## config.mk

```make
export PLATFORM = sky130hd
export DESIGN_NAME = ext_uart_slave
export DESIGN_NICKNAME = d
export VERILOG_FILES = /design/src/rtl/ext_uart_pkg.sv /design/src/rtl/sync_fifo.sv /design/src/rtl/ext_uart_slave.sv
export SDC_FILE = /design/constraint.sdc
export NUM_CORES = 1
export LEC_CHECK = 0
export BUFFER_PORTS_ARGS = -buffer_cell sky130_fd_sc_hd__buf_4
export CORE_MARGIN = 10
export CORE_UTILIZATION = 30
export DETAILED_ROUTE_END_ITERATION = 8
export PLACE_DENSITY = 0.47
export SYNTH_ARGS = -nofsm -noshare
export SYNTH_HDL_FRONTEND = slang
export SYNTH_SLANG_ARGS = --single-unit
```

## constraint.sdc

```tcl
create_clock -name clk -period 4 [get_ports clk]
set_input_delay 0.6 -clock clk [delete_from_list [all_inputs] [get_ports clk]]
set_output_delay 0.6 -clock clk [all_outputs]
set_load 0.05 [all_outputs]
```

## src/rtl/ext_uart_pkg.sv

```systemverilog
// Shared register map, STATUS/CTRL bit positions and FSM state types for ext_uart_slave.
package ext_uart_pkg;

    localparam logic [9:0] ADR_DATA   = 10'h000;
    localparam logic [9:0] ADR_STATUS = 10'h001;
    localparam logic [9:0] ADR_DIV_LO = 10'h002;
    localparam logic [9:0] ADR_DIV_HI = 10'h003;
    localparam logic [9:0] ADR_CTRL   = 10'h004;
    localparam logic [9:0] ADR_RXPOP  = 10'h005;

    localparam int ST_TX_FULL    = 0;
    localparam int ST_TX_EMPTY   = 1;
    localparam int ST_RX_VALID   = 2;
    localparam int ST_RX_OVERRUN = 3;
    localparam int ST_TX_BUSY    = 4;
    localparam int ST_TX_DROP    = 5;
    localparam int ST_FRAME_ERR  = 6;

    localparam int CTRL_CLR_OVERRUN = 0;
    localparam int CTRL_CLR_DROP    = 1;
    localparam int CTRL_CLR_FRAME   = 2;

    typedef enum logic [1:0] {TX_IDLE, TX_START, TX_DATA, TX_STOP} tx_state_t;
    typedef enum logic [1:0] {RX_IDLE, RX_START, RX_DATA, RX_STOP} rx_state_t;

endpackage

```

## src/rtl/sync_fifo.sv

```systemverilog
// Single-clock FIFO with a combinational head; DEPTH must be a power of two.
module sync_fifo #(
    parameter int WIDTH = 8,
    parameter int DEPTH = 4
) (
    input  logic             clk,
    input  logic             reset,
    input  logic             push,
    input  logic             pop,
    input  logic [WIDTH-1:0] din,
    output logic             full,
    output logic             empty,
    output logic [WIDTH-1:0] head
);

    localparam int AW = (DEPTH > 1) ? $clog2(DEPTH) : 1;
    localparam logic [AW:0] FULL_COUNT = (AW + 1)'(DEPTH);

    logic [WIDTH-1:0] mem [DEPTH];
    logic [AW-1:0]    wr_ptr;
    logic [AW-1:0]    rd_ptr;
    logic [AW:0]      count;
    logic             do_push;
    logic             do_pop;

    // push/pop are single-cycle requests: a pop on empty is ignored, a push is
    // accepted when not full or when a pop frees a slot in the same cycle.
    assign do_pop  = pop && (count != '0);
    assign do_push = push && ((count != FULL_COUNT) || do_pop);

    assign full  = (count == FULL_COUNT);
    assign empty = (count == '0);
    assign head  = mem[rd_ptr];

    always_ff @(posedge clk or posedge reset) begin
        if (reset) begin
            wr_ptr <= '0;
            rd_ptr <= '0;
            count  <= '0;
        end else begin
            if (do_push) wr_ptr <= wr_ptr + 1'b1;
            if (do_pop)  rd_ptr <= rd_ptr + 1'b1;
            case ({do_push, do_pop})
                2'b10:   count <= count + 1'b1;
                2'b01:   count <= count - 1'b1;
                default: count <= count;
            endcase
        end
    end

    always_ff @(posedge clk) begin
        if (do_push) mem[wr_ptr] <= din;
    end

endmodule

```

## src/rtl/ext_uart_slave.sv

```systemverilog
// Byte-addressed UART slave: TX/RX FIFOs, 8N1 shifters, programmable 16-bit divisor.
module ext_uart_slave
    import ext_uart_pkg::*;
#(
    parameter int DIV_RESET  = 233,
    parameter int FIFO_DEPTH = 4
) (
    input  logic       clk,
    input  logic       reset,
    input  logic [9:0] ext_adr,
    input  logic [7:0] ext_do,
    input  logic       ext_oe,
    output logic [7:0] ext_di,
    input  logic       uart_rx,
    output logic       uart_tx
);

    logic        wr_data, wr_pop, wr_ctrl, wr_div_lo, wr_div_hi;
    logic [15:0] divisor;
    logic        tx_full, tx_empty, rx_full, rx_empty;
    logic [7:0]  tx_head, rx_head;
    logic        tx_drop, rx_overrun, frame_err;
    logic [7:0]  status, rd_data;

    tx_state_t   tx_state, tx_next;
    logic [15:0] tx_cnt, tx_bit_div;
    logic [2:0]  tx_bit;
    logic [7:0]  tx_shift;
    logic        tx_bit_end, tx_load, tx_busy;

    rx_state_t   rx_state, rx_next;
    logic        rx_sync1, rx_sync2, rx_prev;
    logic [15:0] rx_cnt, rx_bit_div;
    logic [2:0]  rx_bit;
    logic [7:0]  rx_shift;
    logic        rx_mid_start, rx_bit_end, rx_done, rx_ferr;

    assign wr_data   = ext_oe && (ext_adr == ADR_DATA);
    assign wr_pop    = ext_oe && (ext_adr == ADR_RXPOP);
    assign wr_ctrl   = ext_oe && (ext_adr == ADR_CTRL);
    assign wr_div_lo = ext_oe && (ext_adr == ADR_DIV_LO);
    assign wr_div_hi = ext_oe && (ext_adr == ADR_DIV_HI);

    sync_fifo #(.WIDTH(8), .DEPTH(FIFO_DEPTH)) u_tx_fifo (
        .clk(clk), .reset(reset), .push(wr_data), .pop(tx_load), .din(ext_do),
        .full(tx_full), .empty(tx_empty), .head(tx_head)
    );

    sync_fifo #(.WIDTH(8), .DEPTH(FIFO_DEPTH)) u_rx_fifo (
        .clk(clk), .reset(reset), .push(rx_done), .pop(wr_pop), .din(rx_shift),
        .full(rx_full), .empty(rx_empty), .head(rx_head)
    );

    // Registers and sticky flags; a set in the same cycle as a clear wins.
    always_ff @(posedge clk or posedge reset) begin
        if (reset) begin
            divisor    <= 16'(DIV_RESET);
            tx_drop    <= 1'b0;
            rx_overrun <= 1'b0;
            frame_err  <= 1'b0;
        end else begin
            if (wr_div_lo) divisor[7:0]  <= ext_do;
            if (wr_div_hi) divisor[15:8] <= ext_do;
            if (wr_data && tx_full && !tx_load)     tx_drop <= 1'b1;
            else if (wr_ctrl && ext_do[CTRL_CLR_DROP]) tx_drop <= 1'b0;
            if (rx_done && rx_full && !wr_pop)      rx_overrun <= 1'b1;
            else if (wr_ctrl && ext_do[CTRL_CLR_OVERRUN]) rx_overrun <= 1'b0;
            if (rx_ferr)                            frame_err <= 1'b1;
            else if (wr_ctrl && ext_do[CTRL_CLR_FRAME]) frame_err <= 1'b0;
        end
    end

    // ---------------- TX state machine ----------------
    assign tx_bit_end = (tx_cnt == tx_bit_div);

    always_ff @(posedge clk or posedge reset) begin
        if (reset) tx_state <= TX_IDLE;
        else       tx_state <= tx_next;
    end

    always_comb begin
        tx_next = tx_state;
        case (tx_state)
            TX_IDLE:  if (!tx_empty) tx_next = TX_START;
            TX_START: if (tx_bit_end) tx_next = TX_DATA;
            TX_DATA:  if (tx_bit_end && tx_bit == 3'd7) tx_next = TX_STOP;
            TX_STOP:  if (tx_bit_end) tx_next = tx_empty ? TX_IDLE : TX_START;
            default:  tx_next = TX_IDLE;
        endcase
    end

    always_comb begin
        uart_tx = 1'b1;
        tx_load = 1'b0;
        case (tx_state)
            TX_IDLE:  tx_load = !tx_empty;
            TX_START: uart_tx = 1'b0;
            TX_DATA:  uart_tx = tx_shift[0];
            TX_STOP:  tx_load = tx_bit_end && !tx_empty;
            default:  uart_tx = 1'b1;
        endcase
    end

    assign tx_busy = (tx_state != TX_IDLE);

    // Divisor is relatched at every bit boundary so changes apply cleanly.
    always_ff @(posedge clk or posedge reset) begin
        if (reset) begin
            tx_cnt     <= '0;
            tx_bit_div <= 16'(DIV_RESET);
            tx_bit     <= '0;
            tx_shift   <= 8'hFF;
        end else if (tx_load) begin
            tx_shift   <= tx_head;
            tx_cnt     <= '0;
            tx_bit_div <= divisor;
            tx_bit     <= '0;
        end else if (tx_state != TX_IDLE) begin
            if (tx_bit_end) begin
                tx_cnt     <= '0;
                tx_bit_div <= divisor;
                if (tx_state == TX_DATA) begin
                    tx_shift <= {1'b1, tx_shift[7:1]};
                    tx_bit   <= tx_bit + 3'd1;
                end
            end else begin
                tx_cnt <= tx_cnt + 16'd1;
            end
        end
    end

    // ---------------- RX state machine ----------------
    always_ff @(posedge clk or posedge reset) begin
        if (reset) begin
            rx_sync1 <= 1'b1;
            rx_sync2 <= 1'b1;
            rx_prev  <= 1'b1;
        end else begin
            rx_sync1 <= uart_rx;
            rx_sync2 <= rx_sync1;
            rx_prev  <= rx_sync2;
        end
    end

    assign rx_mid_start = (rx_cnt == (rx_bit_div >> 1));
    assign rx_bit_end   = (rx_cnt == rx_bit_div);

    always_ff @(posedge clk or posedge reset) begin
        if (reset) rx_state <= RX_IDLE;
        else       rx_state <= rx_next;
    end

    always_comb begin
        rx_next = rx_state;
        case (rx_state)
            RX_IDLE:  if (rx_prev && !rx_sync2) rx_next = RX_START;
            RX_START: if (rx_mid_start) rx_next = rx_sync2 ? RX_IDLE : RX_DATA;
            RX_DATA:  if (rx_bit_end && rx_bit == 3'd7) rx_next = RX_STOP;
            RX_STOP:  if (rx_bit_end) rx_next = RX_IDLE;
            default:  rx_next = RX_IDLE;
        endcase
    end

    always_comb begin
        rx_done = 1'b0;
        rx_ferr = 1'b0;
        if (rx_state == RX_STOP && rx_bit_end) begin
            rx_done = rx_sync2;
            rx_ferr = !rx_sync2;
        end
    end

    // After the half-bit recheck, each full bit period lands on mid-bit.
    always_ff @(posedge clk or posedge reset) begin
        if (reset) begin
            rx_cnt     <= '0;
            rx_bit_div <= 16'(DIV_RESET);
            rx_bit     <= '0;
            rx_shift   <= '0;
        end else begin
            case (rx_state)
                RX_IDLE: begin
                    rx_cnt     <= '0;
                    rx_bit_div <= divisor;
                    rx_bit     <= '0;
                end
                RX_START: begin
                    if (rx_mid_start) begin
                        rx_cnt     <= '0;
                        rx_bit_div <= divisor;
                    end else begin
                        rx_cnt <= rx_cnt + 16'd1;
                    end
                end
                RX_DATA: begin
                    if (rx_bit_end) begin
                        rx_cnt     <= '0;
                        rx_bit_div <= divisor;
                        rx_shift   <= {rx_sync2, rx_shift[7:1]};
                        rx_bit     <= rx_bit + 3'd1;
                    end else begin
                        rx_cnt <= rx_cnt + 16'd1;
                    end
                end
                default: begin
                    if (rx_bit_end) rx_cnt <= '0;
                    else            rx_cnt <= rx_cnt + 16'd1;
                end
            endcase
        end
    end

    // ---------------- Read path ----------------
    always_comb begin
        status                = '0;
        status[ST_TX_FULL]    = tx_full;
        status[ST_TX_EMPTY]   = tx_empty;
        status[ST_RX_VALID]   = !rx_empty;
        status[ST_RX_OVERRUN] = rx_overrun;
        status[ST_TX_BUSY]    = tx_busy;
        status[ST_TX_DROP]    = tx_drop;
        status[ST_FRAME_ERR]  = frame_err;
    end

    always_comb begin
        rd_data = 8'h00;
        case (ext_adr)
            ADR_DATA:   rd_data = rx_empty ? 8'h00 : rx_head;
            ADR_STATUS: rd_data = status;
            ADR_DIV_LO: rd_data = divisor[7:0];
            ADR_DIV_HI: rd_data = divisor[15:8];
            default:    rd_data = 8'h00;
        endcase
    end

    always_ff @(posedge clk or posedge reset) begin
        if (reset) ext_di <= 8'h00;
        else       ext_di <= rd_data;
    end

endmodule

```

## Yosys cells after proc, flatten, opt, wreduce, memory -nomap -nowiden

Memory sizes are Yosys's and may differ from the RTL's.
Index checks and enable logic that the tools add are counted.

| cells by class | value |
|---|---|
| add/sub/neg operators | 12 |
| equal/unequal tests | 33 |
| multiplexer cells | 52 |
| reductions and logical operators | 53 |

Operator list:

| kind | number |
|---|---|
| 16-bit 2-to-1 mux | 10 |
| 16-bit case mux with 3 select lines | 1 |
| 8-bit 2-to-1 mux | 5 |
| 16-bit by 1-bit adder with 16-bit output (second input constant) | 2 |
| 16-bit == test | 2 |
| 16-bit case mux with 2 select lines | 1 |
| 8-bit case mux with 4 select lines | 1 |
| 1-bit logical AND | 21 |
| 10-bit by 2-bit == test with 1-bit output (second input constant) | 2 |
| 10-bit by 3-bit == test with 1-bit output (second input constant) | 2 |
| 2-bit nonzero test | 10 |
| 2-bit 2-to-1 mux | 9 |
| 2-bit != test (second input constant) | 9 |
| 3-bit case mux with 2 select lines | 3 |
| 16-bit by 15-bit == test with 1-bit output | 1 |
| 2-bit case mux with 4 select lines | 2 |
| 3-bit 2-to-1 mux | 5 |
| 1-bit 2-to-1 mux | 13 |
| 3-bit by 1-bit adder with 3-bit output (second input constant) | 4 |
| 2-bit == test (second input constant) | 6 |
| 3-bit == test (second input constant) | 4 |
| 10-bit by 1-bit == test with 1-bit output (second input constant) | 1 |
| 10-bit zero test | 1 |
| 3-bit nonzero test | 3 |
| other kinds (12) | 32 |

| word-level totals | value |
|---|---|
| bits in registers | 134 |
| memory bits (writable) | 64 |
| input bits | 22 |
| output and inout port bits | 9 |
| word-level logic and storage cells | 177 |
| memories | 2 |

Memory list:

| memory | depth | width | read ports | clocked after memory_dff | write ports | RTL line | text |
|---|---|---|---|---|---|---|---|
| u_rx_fifo.mem | 4 | 8 | 1 | 0 | 1 | sync_fifo.sv:19 | `logic [WIDTH-1:0] mem [DEPTH];` |
| u_tx_fifo.mem | 4 | 8 | 1 | 0 | 1 | sync_fifo.sv:19 |  |

## Logic depth before layout (Yosys ltp)

Gate-level depths: netlist (run 1).

| logic depth | value |
|---|---|
| depth in word-level cells | 9 |
| gate-level depth with buffers | 13 |
| mapped depth without buffers | 12 |

## Modules after synthesis

Synthesis (run 1) repeated with hierarchy kept, for this count alone.

| second synthesis, totals | value |
|---|---|
| cells, all modules | 723 |
| area total of the unflattened synthesis | 9235.1 µm² |

By module, submodules not included:

| module | times used | cells an instance | area an instance (µm²) | sequential area each (µm²) |
|---|---|---|---|---|
| ext_uart_slave | 1 | 546 | 5968.2 | 3035.4 |
| sync_fifo at u_tx_fifo | 1 | 96 | 1675.4 | 1136.1 |
| sync_fifo at u_rx_fifo | 1 | 81 | 1591.5 | 1136.1 |

## Worst setup path after synthesis (run 1)

Ideal clock, no wire load.

| path | value |
|---|---|
| path type | input port to flip-flop |
| from | input ext_adr[7] |
| to | register u_rx_fifo.count[2] |
| library setup time | 125 ps |
| arrival time | 2733 ps |
| required time | 3875 ps |
| slack | 1142 ps |
| stages on the path | 13 |
| path buffers | 1 |
| cell sequence | or4_4 -> nor4_4 -> nand4_1 -> nand4_1 -> and3_1 -> buf_2 -> inv_1 -> ha_1 -> inv_1 -> fa_1 -> xor2_1 -> nor2_1 -> xor2_1 |

| between the ends | value |
|---|---|
| longest elaborated chain between the ends | 7 |
| elaborated cells on any way between the ends | 9 |
| those cells by class | eq/ne (3); mux (1); reduce/logical (5) |

RTL lines:

| element | RTL line | text |
|---|---|---|
| start, declared | ext_uart_slave.sv:10 | `input logic [9:0] ext_adr,` |
| 10-bit by 3-bit == test with 1-bit output (*) | ext_uart_slave.sv:39 | `assign wr_pop = ext_oe && (ext_adr == ADR_RXPOP);` |
| 1-bit logical AND (*) | ext_uart_slave.sv:39 |  |
| 1-bit logical AND (*) | sync_fifo.sv:28 | `assign do_pop = pop && (count != '0);` |
| 1-bit logical OR | sync_fifo.sv:29 | `assign do_push = push && ((count != FULL_COUNT) \|\| do_pop);` |
| 1-bit logical AND | sync_fifo.sv:29 |  |
| 2-bit by 1-bit == test with 1-bit output / 2-bit == test (equally long branches) | sync_fifo.sv:43 | `case ({do_push, do_pop})` |
| 3-bit case mux with 2 select lines / 2-bit nonzero test (equally long branches) | n/a |  |
| end signal, assigned | sync_fifo.sv:44 | `2'b10: count <= count + 1'b1;` |
| end signal, assigned | sync_fifo.sv:45 | `2'b01: count <= count - 1'b1;` |
| end signal, assigned | sync_fifo.sv:46 | `default: count <= count;` |
| end, declared | sync_fifo.sv:22 | `logic [AW:0] count;` |

Mark *: on every way between the ends. The rest lies on a longest branch, timed or not.
A chain may end at the register's enable or synchronous reset.

## Final worst setup path (run 1)

| path | value |
|---|---|
| from | register tx_cnt[9] |
| to | register u_tx_fifo.count[2] |

| between the ends | value |
|---|---|
| longest elaborated chain between the ends | 8 |
| elaborated cells on any way between the ends | 10 |
| those cells by class | eq/ne (3); mux (2); reduce/logical (5) |

RTL lines:

| element | RTL line | text |
|---|---|---|
| start, declared | ext_uart_slave.sv:26 | `logic [15:0] tx_cnt, tx_bit_div;` |
| start signal, assigned | ext_uart_slave.sv:127 | `tx_cnt <= tx_cnt + 16'd1;` |
| 16-bit == test (*) | ext_uart_slave.sv:74 | `assign tx_bit_end = (tx_cnt == tx_bit_div);` |
| 1-bit logical AND (*) | ext_uart_slave.sv:99 | `TX_STOP: tx_load = tx_bit_end && !tx_empty;` |
| 1-bit case mux with 2 select lines (*) | ext_uart_slave.sv:95 | `case (tx_state)` |
| 1-bit logical AND (*) | sync_fifo.sv:28 |  |
| net u_tx_fifo.do_pop | sync_fifo.sv:24 | `logic do_pop;` |
| 1-bit logical OR | sync_fifo.sv:29 |  |
| 1-bit logical AND | sync_fifo.sv:29 |  |
| 2-bit by 1-bit == test with 1-bit output / 2-bit == test (equally long branches) | sync_fifo.sv:43 |  |
| 3-bit case mux with 2 select lines / 2-bit nonzero test (equally long branches) | n/a |  |
| end signal, assigned | sync_fifo.sv:44 |  |
| end signal, assigned | sync_fifo.sv:45 |  |
| end signal, assigned | sync_fifo.sv:46 |  |
| end, declared | sync_fifo.sv:22 |  |

Mark *: on every way through the listed nets, which the timed path passes. The rest lies on a longest branch.

==> run metrics, run 1 <==
Post-Syn Instances 681; Lkg Pwr 4.34 nW; path depth of the worst reg2reg path 11; critical path's slowest cell o31a_2; GPL Wtd Cong 0.801; main combinational cell family by area after synthesis multiplexers; starting density of the core 30.6%; antenna violations before repair 0; Port Buffers 30; Post-DP HPWL 14,300 um; post-synthesis adder-cell area fraction 3.31%; hold crit path type primary input to flip-flop; GRT Overall Usage 10.9%; clk buf depth 2; async set or reset register ratio after synthesis roughly two thirds; pre-CTS setup slack 0.717 ns; dominant cells by area after synthesis dfrtp_1 30%, edfxtp_1 21%, mux2_2 8.4%; fmax 322 MHz; status finished clean; VDD IR max approximately 0.34 mV; CTS Root Cell clkbuf_16; Hold Fails Final Rpt 0; DRT antenna net count 0; post-route setup slack ~0.9 ns; num rows 63; CTS Hold Bufs 0; number of synthesized flops with an enable pin 64; final WL just over 20,000 um; syn_area_per_cell 13.4 um2; die height about 190 um; Critical path origin tx_cnt[9]$_DFFE_PP0P_; core area 0.0299 mm2; fin nets 754; routed vias/inst 4.77; Setup Buffers After CTS 0; power density cells 623 mW/mm2; Max Slew Vio Count 0; Worst path max stage delay roughly 0.52 ns; Die Width 195 um; post-cts resize count 0; WP data arrival 3.47 ns; Final Core Density 34.8%; worst-path cell chain xor2_1 -> nor4_1 -> nand4_2 -> o31a_2 -> nor2_4 -> ha_1 -> inv_1 -> fa_1 -> xor2_1 -> nor2_1 -> xor2_1; overall power 0.00648 W; Worst Path Max Fanout 11; CP dominant cell by count xor2_1; # setup viols final 0; post-synth top area cell dfrtp_1; post-synth top area share 29.6%; via count 5,306; Yosys warning count 0; Reg clk slew, reported paths around 0.07 ns; vias in the first global route 5,585; TNS Setup 0 ns; first-pass GRT wire length 32,700 um; unrepaired setup endpoints after global routing false; Sink Count approximately 200; simple-gate share of the synthesized area 10.2%; area delta synth->final 13.8%; Slew HR between 30% and 40%; post-DR wirelength/cell 18.2 um; Clock Skew 0.00938 ns; Worst-Margin Slew roughly 1.0 ns; First DRT Iteration DRCs between 200 and 300; DIE AREA 0.0379 mm2; Critical R2R Launch tx_cnt[9]$_DFFE_PP0P_; total grt overflow 0; mux contribution to synthesized area 12.6%; synthesized cell area 0.00915 mm2; xor/xnor share of the synthesized area between 8 and 9%; R2R Setup Slk 0.90 ns; worst reg2reg path endpoint u_tx_fifo.count[2]$_DFFE_PP0P_; Num CTS Buffers 17; H-tree depth 4; #FFs+latches synth around 200; max-cap violations 0; antenna cells 0; Setup crit start kind flip-flop; Yosys cell types 57; largest net degree at the start of global routing 65; syn nets 726; Worst Setup EP u_tx_fifo.count[2]$_DFFE_PP0P_; Top FF cell, synth dfrtp_1; top-count cell post-synth dfrtp_1; Final period util 77.6%; Ports 31; layout cell share with drive strength beyond 1 roughly 28%; CTS tree done; Critical Path End Type flip-flop; Worst Path Required between 4 and 5 ns; Pre-Repair DR Iteration Count 5; min cycle time layout 3.10 ns; synth cell count leaders 108 x dfrtp_1, 68 x mux2_2, 64 x edfxtp_1; post-synthesis compound-gate area fraction 5.16%; Seq/Total Area, Yosys 58.0%; DRC viols 0; CP Class flip-flop to flip-flop; Clock Latency Late Sink 0.44 ns
==> report_power, final <==
part           internal (W)  switching (W)
combinational      0.000822        0.00113
clock               0.00107       0.000763
sequential          0.00242       0.000283
==> cells in the final DEF (no fill, tap or decap), drive strengths merged, types with 11 or more instances in the layout <==
master / instances
xor2: 52
edfxtp: 64
dfstp: 26
dfrtp: 108
clkbuf: 20
ha: 21
nor2: 59
inv: 27
nand4: 16
nor4: 11
a21oi: 19
and3: 12
buf: 37
o21ai: 15
mux2: 68
xnor2: 32
nand3: 16
mux4: 16
nand2: 22
==> registers in the layout, indices dropped and copies added (netlist names), 8 cells and up, named ones only <==
name and count:
tx_shift 8, u_tx_fifo.mem 32, rx_bit_div 16, rx_shift 8, rx_cnt 16, tx_bit_div 16, divisor 16, u_rx_fifo.mem 32
tx_cnt 16, ext_di 8
==> metrics by stage <==
stage / hold WS (ns) / instances / area [um2]
after CTS: 0.247 / 1112 / 10400
after detailed placement: 0.348 / 1080 / 9790
final: 0.270 / 1112 / 10400
after global routing: 0.250 / 1112 / 10400
after global placement: 0.349 / 1080 / 9790
after floorplan: 0.345 / 681 / 9150
==> kinds of logic after synthesis <==
| logic type | count (synthesis) |
|---|---|
| XOR/XNOR | 84 |
| AND/OR/NAND/NOR | 169 |
| AO/OA/AOI/OAI | 66 |
| multiplexers | 87 |
| flip-flops | 198 |
| adder cells (fa/ha/maj) | 23 |
| buffers and inverters | 54 |
==> routing by layer <==
metal  global-route usage [%]  vias up  share of wire (%)
met5                        0        -                  0
met4                     2.84        0                1.2
met3                     2.56       22                3.5
met2                     17.5       86                 48
met1                     14.5     2705                 47
li1                         -     2493                  -
==> layout make-up <==
class,count,area [um2]
sequential,198,5310
tap,390,488
clock buffer,20,447
timing repair buffer,37,290
inverter,26,101
multi-input combinational,429,3600
fill,2908,19500
clock inverter,12,175
==> worst max-delay path: cells and delay by family, from the launching register on <==
kind            cells  cell delay [ns]
fa+ha+maj           2             0.59
compound gates      1             0.52
simple gates        4             0.96
buf+inv             1             0.06
flops               1             0.44
xor+xnor            3             0.46
==> how the worst min path moves through the flow <==
stage                       startpoint            endpoint  slack [ns]  depth (start not counted)
floorplan           rx_sync1$_DFF_PP1_  rx_sync2$_DFF_PP1_        0.35                          0
global placement    rx_sync1$_DFF_PP1_  rx_sync2$_DFF_PP1_        0.35                          0
detailed placement  rx_sync1$_DFF_PP1_  rx_sync2$_DFF_PP1_        0.35                          0
CTS                            uart_rx  rx_sync1$_DFF_PP1_        0.25                          1
global route                   uart_rx  rx_sync1$_DFF_PP1_        0.25                          1
finish                         uart_rx  rx_sync1$_DFF_PP1_        0.27                          1
Power figures use the tool's default switching activity.
==> run 2, diff against run 1 <==
--- a/config.mk
+++ b/config.mk
@@ -9,7 +9,7 @@
 export CORE_MARGIN = 10
 export CORE_UTILIZATION = 30
 export DETAILED_ROUTE_END_ITERATION = 8
-export PLACE_DENSITY = 0.47
+export PLACE_DENSITY = 0.45
 export SYNTH_ARGS = -nofsm -noshare
 export SYNTH_HDL_FRONTEND = slang
 export SYNTH_SLANG_ARGS = --single-unit
==> constraint.sdc (replaced) <==
create_clock -name clk -period 3.2 [get_ports clk]
set_input_delay 0.48 -clock clk [delete_from_list [all_inputs] [get_ports clk]]
set_output_delay 0.48 -clock clk [all_outputs]
set_load 0.05 [all_outputs]
==> run 2 against run 1 <==
Compared with the run above:
- sequential power increased by 26%
- clock skew increased by 0.011 ns
- final cell count is 0.45% higher
- largest power group unchanged
==> run metrics, run 2 (synthesized netlist as in run 1, its figures left out) <==
final non-filler cell total 1,117; antenna cells 0; Clock Skew about 0.021 ns; post-DR wirelength/cell between 15 and 20 um; Hold Fails Final Rpt 0; most frequent cells in the layout 108 x dfrtp_1, 68 x mux2_2, 64 x edfxtp_1; Setup Buffers After CTS 0; DRT antenna net count 0; starting density of the core between 30% and 40%; Reg clk slew, reported paths 0.08 ns; max-cap violations 0; VDD IR max 0.418 mV; largest registers u_rx_fifo.mem x32, u_tx_fifo.mem x32; Worst Path Max Fanout 11; via count between 5k and 6k; Sink Count 198; Critical Path End Type flip-flop; # setup viols final 0; Clock Latency Late Sink between 0.4 and 0.5 ns; fmax 346 MHz; power density cells 765 mW/mm2; commonest non-fill, non-tap cell in the layout dfrtp_1; DIE AREA 0.0379 mm2; routed vias/inst between 4 and 5; hold_sp uart_rx; die height 195 um; Max Slew Vio Count 0; Pre-Repair DR Iteration Count 5; placed cells 1,084; Port Buffers 30; unrepaired setup endpoints after global routing false; clk buf depth 2; Final Core Density 35.0%; first-pass GRT wire length 32,500 um; post-route setup slack between 0.3 and 0.4 ns; Critical path origin tx_cnt[4]$_DFFE_PP0P_; CP Class flip-flop to flip-flop; Num CTS Buffers 17; area delta synth->final 14.3%; Ports 31; Worst-Margin Slew 1.28 ns; fin area 0.0105 mm2; Critical R2R Launch tx_cnt[4]$_DFFE_PP0P_; post-cts resize count 0; Lkg Pwr ~4.4 nW; DRC viols 0; layout cell share with drive strength beyond 1 28.2%; total grt overflow 0; status finished clean; Post-DP HPWL 14,600 um; GRT Overall Usage 10.8%; H-tree depth 4; Setup crit start kind flip-flop; CTS Hold Bufs 1; sw frac between 30% and 40%; final WL 20,300 um; Placed Area 0.00983 mm2; WP data arrival 3.24 ns; pre-CTS setup slack 0.264 ns; Internal Power 0.00514 W; GPL Wtd Cong 0.786; core area approximately 0.030 mm2; largest net degree at the start of global routing 72; Seq pwr share 42.3%; switching power 0.00286 W; Worst Path Required 3.55 ns; Slew HR 13.5%; min cycle time layout 2.89 ns; CTS Root Cell clkbuf_16; vias in the first global route about 5.6k; CTS tree done; hold crit path type primary input to flip-flop; First DRT Iteration DRCs 367; Logic pwr share a little under a third; Die Width 195 um; fin nets 759; clock power share 27.2%; Final period util 90.3%; TNS Setup 0 ns; number of fill cells in the layout 2,914; num rows 63; antenna violations before repair 0
==> run 2: changes by cell type in the layout (fill, tap and decap cells not counted), moves of 2 or more <==
cell | before | now
clkinvlp_4 | 3 | 1
clkinv_8 | 0 | 6
inv_6 | 2 | 4
bufinv_16 | 4 | 0
clkinv_2 | 2 | 0
buf_4 | 36 | 39
inv_8 | 0 | 2
==> run 2: critical path, stage by stage, from the launching register on <==
cell,delay (ns)
dfrtp_1,0.46
xor2_1,0.17
nor4_1,0.34
nand4_2,0.18
o31a_2,0.45
nor2_4,0.17
ha_1,0.20
inv_1,0.06
fa_1,0.37
xor2_1,0.15
nor2_1,0.11
xor2_1,0.15
==> run 2: final timing paths <==
kind                                                  end  slack (ns)  cells past startpoint
min in group asynchronous          divisor[4]$_DFFE_PP0P_        0.56                      3
min reg2reg                            rx_sync2$_DFF_PP1_        0.36                      0
max in group asynchronous       tx_bit_div[7]$_DFFE_PP1P_        1.94                      4
min                                    rx_sync1$_DFF_PP1_        0.15                      1
max reg2reg                u_tx_fifo.count[2]$_DFFE_PP0P_        0.31                     11
max                        u_tx_fifo.count[2]$_DFFE_PP0P_        0.31                     11
==> run 2: per-layer routing <==
layer | GRT usage [%] | routed length [um] | vias up
met5 | 0 | 0 | -
met4 | 3.15 | 291 | 0
met3 | 2.17 | 439 | 16
met2 | 17.9 | 10000 | 67
met1 | 14.0 | 9510 | 2769
li1 | - | - | 2513
==> run 2: final cells by class <==
type / count / area [um2] / share of cell area (%)
flip-flops and latches: 198 / 5310 / 50.8
clock buffers: 18 / 429 / 4.11
inverters: 26 / 101 / 0.970
multi-input cells: 429 / 3600 / 34.5
repair buffers: 42 / 343 / 3.28
well taps: 390 / 488 / 4.67
clock inverters: 14 / 180 / 1.72
==> run 2: through the flow <==
stage | hold WS (ns) | power, W
2_1_floorplan | 0.345 | 0.00522
3_3_place_gp | 0.349 | 0.00582
3_5_place_dp | 0.348 | 0.00590
4_1_cts | 0.131 | 0.00810
5_1_grt | 0.128 | 0.00849
6_report | 0.152 | 0.00800
==> run 2: power by group through the flow <==
stage	Combinational [W]	Sequential, W	Clock [W]
global placement	0.00240	0.00342	0
floorplan	0.00197	0.00325	0
global route	0.00269	0.00346	0.00234
CTS	0.00247	0.00340	0.00224
finish	0.00244	0.00339	0.00218
detailed placement	0.00245	0.00345	0
